`src/rtl/arbitro_multiplicacion.sv`:
```
`default_nettype none
// ============================================================================
// Module   : arbitro_multiplicacion
// Brief    : Two-port round-robin arbiter and multicycle sequencer in front of
//            a shared combinational multiplier. Latches the winner's operands,
//            holds the multiplier enabled for LATENCIA cycles, registers the
//            product and hands it back with a ready/received handshake.
// Revision : 1.0 - initial release
// ============================================================================
module arbitro_multiplicacion #(
    parameter int ANCHO    = 32,
    parameter int LATENCIA = 2      // legal range 1..15
) (
    input  logic             clk,
    input  logic             rst_n,
    input  logic             sol0,
    input  logic             sol1,
    input  logic [ANCHO-1:0] a0,
    input  logic [ANCHO-1:0] b0,
    input  logic [ANCHO-1:0] a1,
    input  logic [ANCHO-1:0] b1,
    output logic             acept0,
    output logic             acept1,
    output logic             listo0,
    output logic             listo1,
    input  logic             recibido0,
    input  logic             recibido1,
    output logic [ANCHO-1:0] resultado,
    output logic             ocupado,
    output logic [ANCHO-1:0] mul_a,
    output logic [ANCHO-1:0] mul_b,
    output logic             mul_en,
    input  logic [ANCHO-1:0] mul_salida
);

    typedef enum logic [1:0] {
        LIBRE   = 2'd0,
        OPERA   = 2'd1,
        ENTREGA = 2'd2
    } estado_t;

    // Loaded on grant so the counter reaches zero on the LATENCIA-th enabled edge.
    localparam logic [3:0] CUENTA_INICIAL = 4'(LATENCIA - 1);

    estado_t    state;
    estado_t    state_next;
    logic [3:0] count;
    logic       propietario;
    logic       ultimo;
    logic       hay_solicitud;
    logic       ganador;
    logic       recibido_dueno;

    // Arbitration: a lone requester wins; on a tie the one not served last wins.
    always_comb begin
        hay_solicitud  = sol0 | sol1;
        ganador        = (sol0 & sol1) ? ~ultimo : sol1;
        recibido_dueno = propietario ? recibido1 : recibido0;
    end

    // State register.
    always_ff @(posedge clk or negedge rst_n) begin
        if (!rst_n) begin
            state <= LIBRE;
        end else begin
            state <= state_next;
        end
    end

    // Next-state decode.
    always_comb begin
        state_next = state;
        case (state)
            LIBRE: begin
                if (hay_solicitud) begin
                    state_next = OPERA;
                end
            end
            OPERA: begin
                if (count == 4'd0) begin
                    state_next = ENTREGA;
                end
            end
            ENTREGA: begin
                if (recibido_dueno) begin
                    state_next = LIBRE;
                end
            end
            default: state_next = LIBRE;
        endcase
    end

    // Datapath and registered handshake outputs.
    always_ff @(posedge clk or negedge rst_n) begin
        if (!rst_n) begin
            count       <= 4'd0;
            propietario <= 1'b0;
            ultimo      <= 1'b1;
            acept0      <= 1'b0;
            acept1      <= 1'b0;
            listo0      <= 1'b0;
            listo1      <= 1'b0;
            mul_en      <= 1'b0;
            mul_a       <= '0;
            mul_b       <= '0;
            resultado   <= '0;
        end else begin
            acept0 <= 1'b0;
            acept1 <= 1'b0;
            case (state)
                LIBRE: begin
                    if (hay_solicitud) begin
                        mul_a       <= ganador ? a1 : a0;
                        mul_b       <= ganador ? b1 : b0;
                        propietario <= ganador;
                        acept0      <= ~ganador;
                        acept1      <= ganador;
                        count       <= CUENTA_INICIAL;
                        mul_en      <= 1'b1;
                    end
                end
                OPERA: begin
                    if (count != 4'd0) begin
                        count <= count - 4'd1;
                    end else begin
                        resultado <= mul_salida;
                        listo0    <= ~propietario;
                        listo1    <= propietario;
                        mul_en    <= 1'b0;
                    end
                end
                ENTREGA: begin
                    if (recibido_dueno) begin
                        listo0 <= 1'b0;
                        listo1 <= 1'b0;
                        ultimo <= propietario;
                    end
                end
                default: begin
                    mul_en <= 1'b0;
                end
            endcase
        end
    end

    // Busy while an operation is in flight or awaiting pickup.
    always_comb begin
        ocupado = (state != LIBRE);
    end

endmodule
`default_nettype wire

```
`config.mk`:
```
export PLATFORM = sky130hd
export DESIGN_NAME = arbitro_multiplicacion
export DESIGN_NICKNAME = d
export VERILOG_FILES = /design/src/rtl/arbitro_multiplicacion.sv
export SDC_FILE = /design/constraint.sdc
export NUM_CORES = 1
export LEC_CHECK = 0
export CORE_AREA = 2 2 105 107
export CTS_CLUSTER_DIAMETER = 100
export DETAILED_ROUTE_END_ITERATION = 6
export DIE_AREA = 0 0 107 109
export DONT_BUFFER_PORTS = 1
export PLACE_DENSITY = 0.57
export SYNTH_ARGS = -nofsm -noshare
export SYNTH_HDL_FRONTEND = slang
export SYNTH_SLANG_ARGS = --single-unit
```
`constraint.sdc`:
```
create_clock -name clk -period 2.04 [get_ports clk]
set_input_delay 0.51 -clock clk [delete_from_list [all_inputs] [get_ports clk]]
set_output_delay 0.51 -clock clk [all_outputs]
set_load 0.005 [all_outputs]
```
# Yosys cells after proc, flatten, opt, wreduce, memory -nomap -nowiden
# Index checks and enable logic that the tools add are counted.
# classes
n_addsub	1
n_eq_ne	7
muxes	23
bitwise_logic	7
reduce_logical	13
# op_table
cell	n
$mux W32	2
$reduce_and A3 Y1	4
$mux W1	11
$ne A2 B2 Y1 const B	5
$mux W4	2
$pmux W4 S2	1
$mux W2	3
$pmux W2 S3	1
$reduce_and A2 Y1	3
$reduce_bool A2 Y1	3
$not A1 Y1	5
$logic_not A4 Y1	1
$pmux W1 S2	2
$reduce_bool A4 Y1	1
$sub A4 B1 Y4 const B	1
$pmux W1 S3	1
$eq A2 B1 Y1 const B	1
$eq A2 B2 Y1 const B	1
$logic_not A2 Y1	1
$and A1 B1 Y1	1
$or A1 B1 Y1	1
# word_totals
register_bits	109
in_bits	166
output_inout_bits	102
wordCells	63

# Depth between registers and ports, before layout
# logic_depth
ltp_word	5
depth_mapped	6
ltp_nobuf	5

# Worst setup path before layout
# No wires, ideal clock.
# synth_timing
path_kind	input to register
start	in sol1
end	reg mul_a[0]
setup_ps	125
t_arrival_ps	1479
slack_ps	436
stages	6
path_buffers	3
path_cell_list	a21bo_2 -> buf_2 -> buf_4 -> buf_2 -> mux2i_1 -> o21ai_1
# synth_between
elab_chain_len	3
elab_cells_between_ends	5
classes_between	2 x mux; 2 x bitwise; 1 x reduce/logical
# synth_lines
element	line	text
start, declared	17	input logic sol1,
$and A1 B1 Y1	57	ganador = (sol0 & sol1) ? ~ultimo : sol1;
$mux W1	57	
$mux W32	113	mul_a <= ganador ? a1 : a0;
end signal, assigned	113	
end, declared	30	output logic [ANCHO-1:0] mul_a,
# Parallel ways exist; a longest one is shown, timed or not.
# A chain may end at the register's enable or synchronous reset.

# Worst setup path in the final report
# layout_timing
start	reg count[0]
end	reg resultado[0]
# layout_between
elab_chain_len	3
# layout_lines
element	line	text
start, declared	47	logic [3:0] count;
start signal, assigned	124	count <= count - 4'd1;
$reduce_bool A4 Y1	123	if (count != 4'd0) begin
$not A1 Y1 (no line)	--	
$reduce_and A2 Y1 (no line)	--	
end signal, assigned	126	resultado <= mul_salida;
end, declared	28	output logic [ANCHO-1:0] resultado,
# Every way passes these cells.

==> impl_metrics.csv <==
group,metric,value,unit
yosys,syn_nets,582,
finish,finalNetCount,568,
clock_tree,cts.htree.levels,3,
sta,rsz0062_at_grt,"no",
clock_tree,cts_num_sinks,109,
sta,tns,0,ns
run_status,status,"finished, violations left",
global_routing,grt_overflow,0,
sta,final_hold_viol_count,108,
sta,finalCriticalPeriod,1.89,ns
setup_path,worst-path-max-fanout,25,
sta,drv_slew,0,
yosys,synth_top_flop_cell,"dfrtp_1",
clock_tree,clk-insertion-delay-late,0.37,ns
sta,clock-skew-final,0.0148,ns
yosys,synth_area,4910,µm²
yosys,syn_area_per_cell,11.9,µm²
global_routing,grtUsageTotal,0.179,
setup_path,critPathKind,"reg -> reg",
clock_tree,cts_made_buffers,9,
yosys,synth_most_common_cell,"dfrtp_1",
sta,worst_slew_pin_slew,0.421,ns
global_routing,grt_max_degree,110,
finish,drive_above_1_share,0.151,
global_routing,grt_antenna_before_repair,0,
placement,port_buffers,0,
pwr,ir_drop,496,µV
yosys,synth_commonest_cells,"108 x dfrtp_1, 71 x o21ai_0, 64 x mux2i_1",
sta,fmax,529,MHz
min_path,hold_class,"in -> async",
finish,antenna_cells,0,
yosys,ys_warn_count,0,
route,wl_per_cell,20.1,µm
setup_path,critPathArrivalTime,2.14,ns
route,drt-total-wl,11000,µm
floorplan,die_h,109,µm
setup_path,required,2.29,ns
route,drc,0,
yosys,yosys-top-cells-area,"dfrtp_1 55%, mux2i_1 13%, mux2_2 7.6%, o21ai_0 7.2%, o21ai_1 6.1%",
route,via_count,3221,
sta,relSlewSlack,0.719,
yosys,yosysUniqueCellTypes,33,
yosys,ys_seq_area_frac,0.556,
floorplan,die_w,107,µm
clock_tree,path_clk_slew,0.10,ns
clock_tree,cts_resized,0,
placement,hpwl,7570,µm
floorplan,coreArea,10600,µm²
run_status,violations,"negative hold slack",
setup_path,critPathLaunchType,"flop",
clock_tree,cts_max_path_buffers,2,
floorplan,ios,268,
pwr,leakagePower,2.26,nW
yosys,synthArstFlopShare,1.00,
yosys,synth-edff-count,0,
yosys,synth_top_area_frac,0.551,
floorplan,rows,38,
route,postRouteAntennaNets,0,
clock_tree,cts_tree,"built",
clock_tree,cts_setup_buffers,0,
yosys,synthCells,414,
route,detail_route.vias_per_cell,5.91,
flow_run,max_cap_violations,0,
yosys,yosys.area.top_type,"dfrtp_1",
sta,hold_ws,-0.184,ns
setup_path,end_kind,"flop",
yosys,synth-seq-cells,109,
placement,routabilityCongestion,0.761,
finish,area_delta_synth_final,5.30,%
global_routing,grt_pass1_vias,3100,
clock_tree,cts_root_buf,"clkbuf_8",
pwr,power.density,1510,nW/µm²
route,drt_iter0_drc,116,
global_routing,grt_pass1_wl,16100,µm
floorplan,fp.dieArea,11700,µm²
sta,period_share,0.926,
route,firstDrtPassIters,4,
floorplan,start_util,0.463,
sta,setup_violations,0,
-- sequential cells by signal (all words and copies together), names as in the netlist --
signal       flops
acept0           1
acept1           1
count            4
listo0           1
listo1           1
mul_a           32
mul_b           32
mul_en           1
propietario      1
resultado       32
state            2
ultimo           1
-- metal layers --
layer | GRT usage | part of all wire | vias up
met5 | 0 | 0 | -
met4 | 0.0881 | 0.023 | 0
met3 | 0.0490 | 0.087 | 18
met2 | 0.293 | 0.48 | 172
met1 | 0.220 | 0.41 | 1572
li1 | - | - | 1459
-- cell families after synthesis --
| logic type | count (synthesis) | synth area share |
|---|---|---|
| multiplexers | 97 | 0.206 |
| AND/OR/NAND/NOR | 25 | 0.0306 |
| adder cells (fa/ha/maj) | 2 | 0.00510 |
| AO/OA/AOI/OAI | 144 | 0.154 |
| flip-flops | 109 | 0.556 |
| buffers and inverters | 37 | 0.0479 |
-- layout by cell type, fill, tap and decap left out, drive strengths merged --
cell type,count
nor3b,1
a21oi,2
nor2,6
bufinv,1
nand2b,4
mux2i,64
nand3b,1
o22ai,2
inv,4
buf,8
and2b,2
dfstp,1
a22oi,1
a2bb2oi,2
nand2,3
o221ai,2
and2,1
o31ai,1
clkinvlp,2
mux2,33
a21bo,1
dfrtp,108
nand3,3
or3,1
o21ai,131
or2,2
a221oi,1
ha,2
or4,1
o211ai,1
clkbuf,13
-- final timing paths --
check                           slack [ns]           start  cells past startpoint             to
min in group clk                      0.28  mul_salida[24]                      1  resultado[24]
worst min register to register        0.54   resultado[12]                      1  resultado[12]
max in group asynchronous             2.02           rst_n                      0         ultimo
worst max register to register        0.15        count[0]                      6   resultado[0]
worst max-delay path                  0.15        count[0]                      6   resultado[0]
worst min-delay path                 -0.18           rst_n                      0  resultado[22]
-- area by class of cell --
class,instances,area [µm²]
clock buffers,13,149
well taps,140,175
clock inverters,3,45.0
multi-input cells,268,1960
repair buffers,8,97.6
inverters,4,15.0
flip-flops and latches,109,2730
fillers,984,5440
-- stage by stage --
step / cells / total power, mW / cell area (µm²) / worst slack (ns) / util
after detailed placement: 529 / 6.57 / 4970 / 0.178 / 0.469
after global routing: 545 / 8.34 / 5170 / 0.0423 / 0.487
after CTS: 545 / 7.88 / 5170 / 0.123 / 0.487
final: 545 / 7.78 / 5170 / 0.150 / 0.487
after global placement: 529 / 6.46 / 4970 / 0.268 / 0.469
after floorplan: 414 / 5.97 / 4910 / 0.436 / -
-- worst max-delay path, cell delays in order, from the launching register on --
cell and delay, ns:
dfrtp_1 0.39, inv_1 0.11, ha_1 0.17, nor3b_4 0.32, nand2_2 0.26, buf_12 0.24, mux2_2 0.28
-- power breakdown --
part,internal (mW),total (mW),switching [mW]
Sequential,3.24,4.09,0.845
Combinational,1.12,2.37,1.25
Clock,0.604,1.32,0.718
Total,4.97,7.78,2.81
Power figures use the tool's default switching activity.
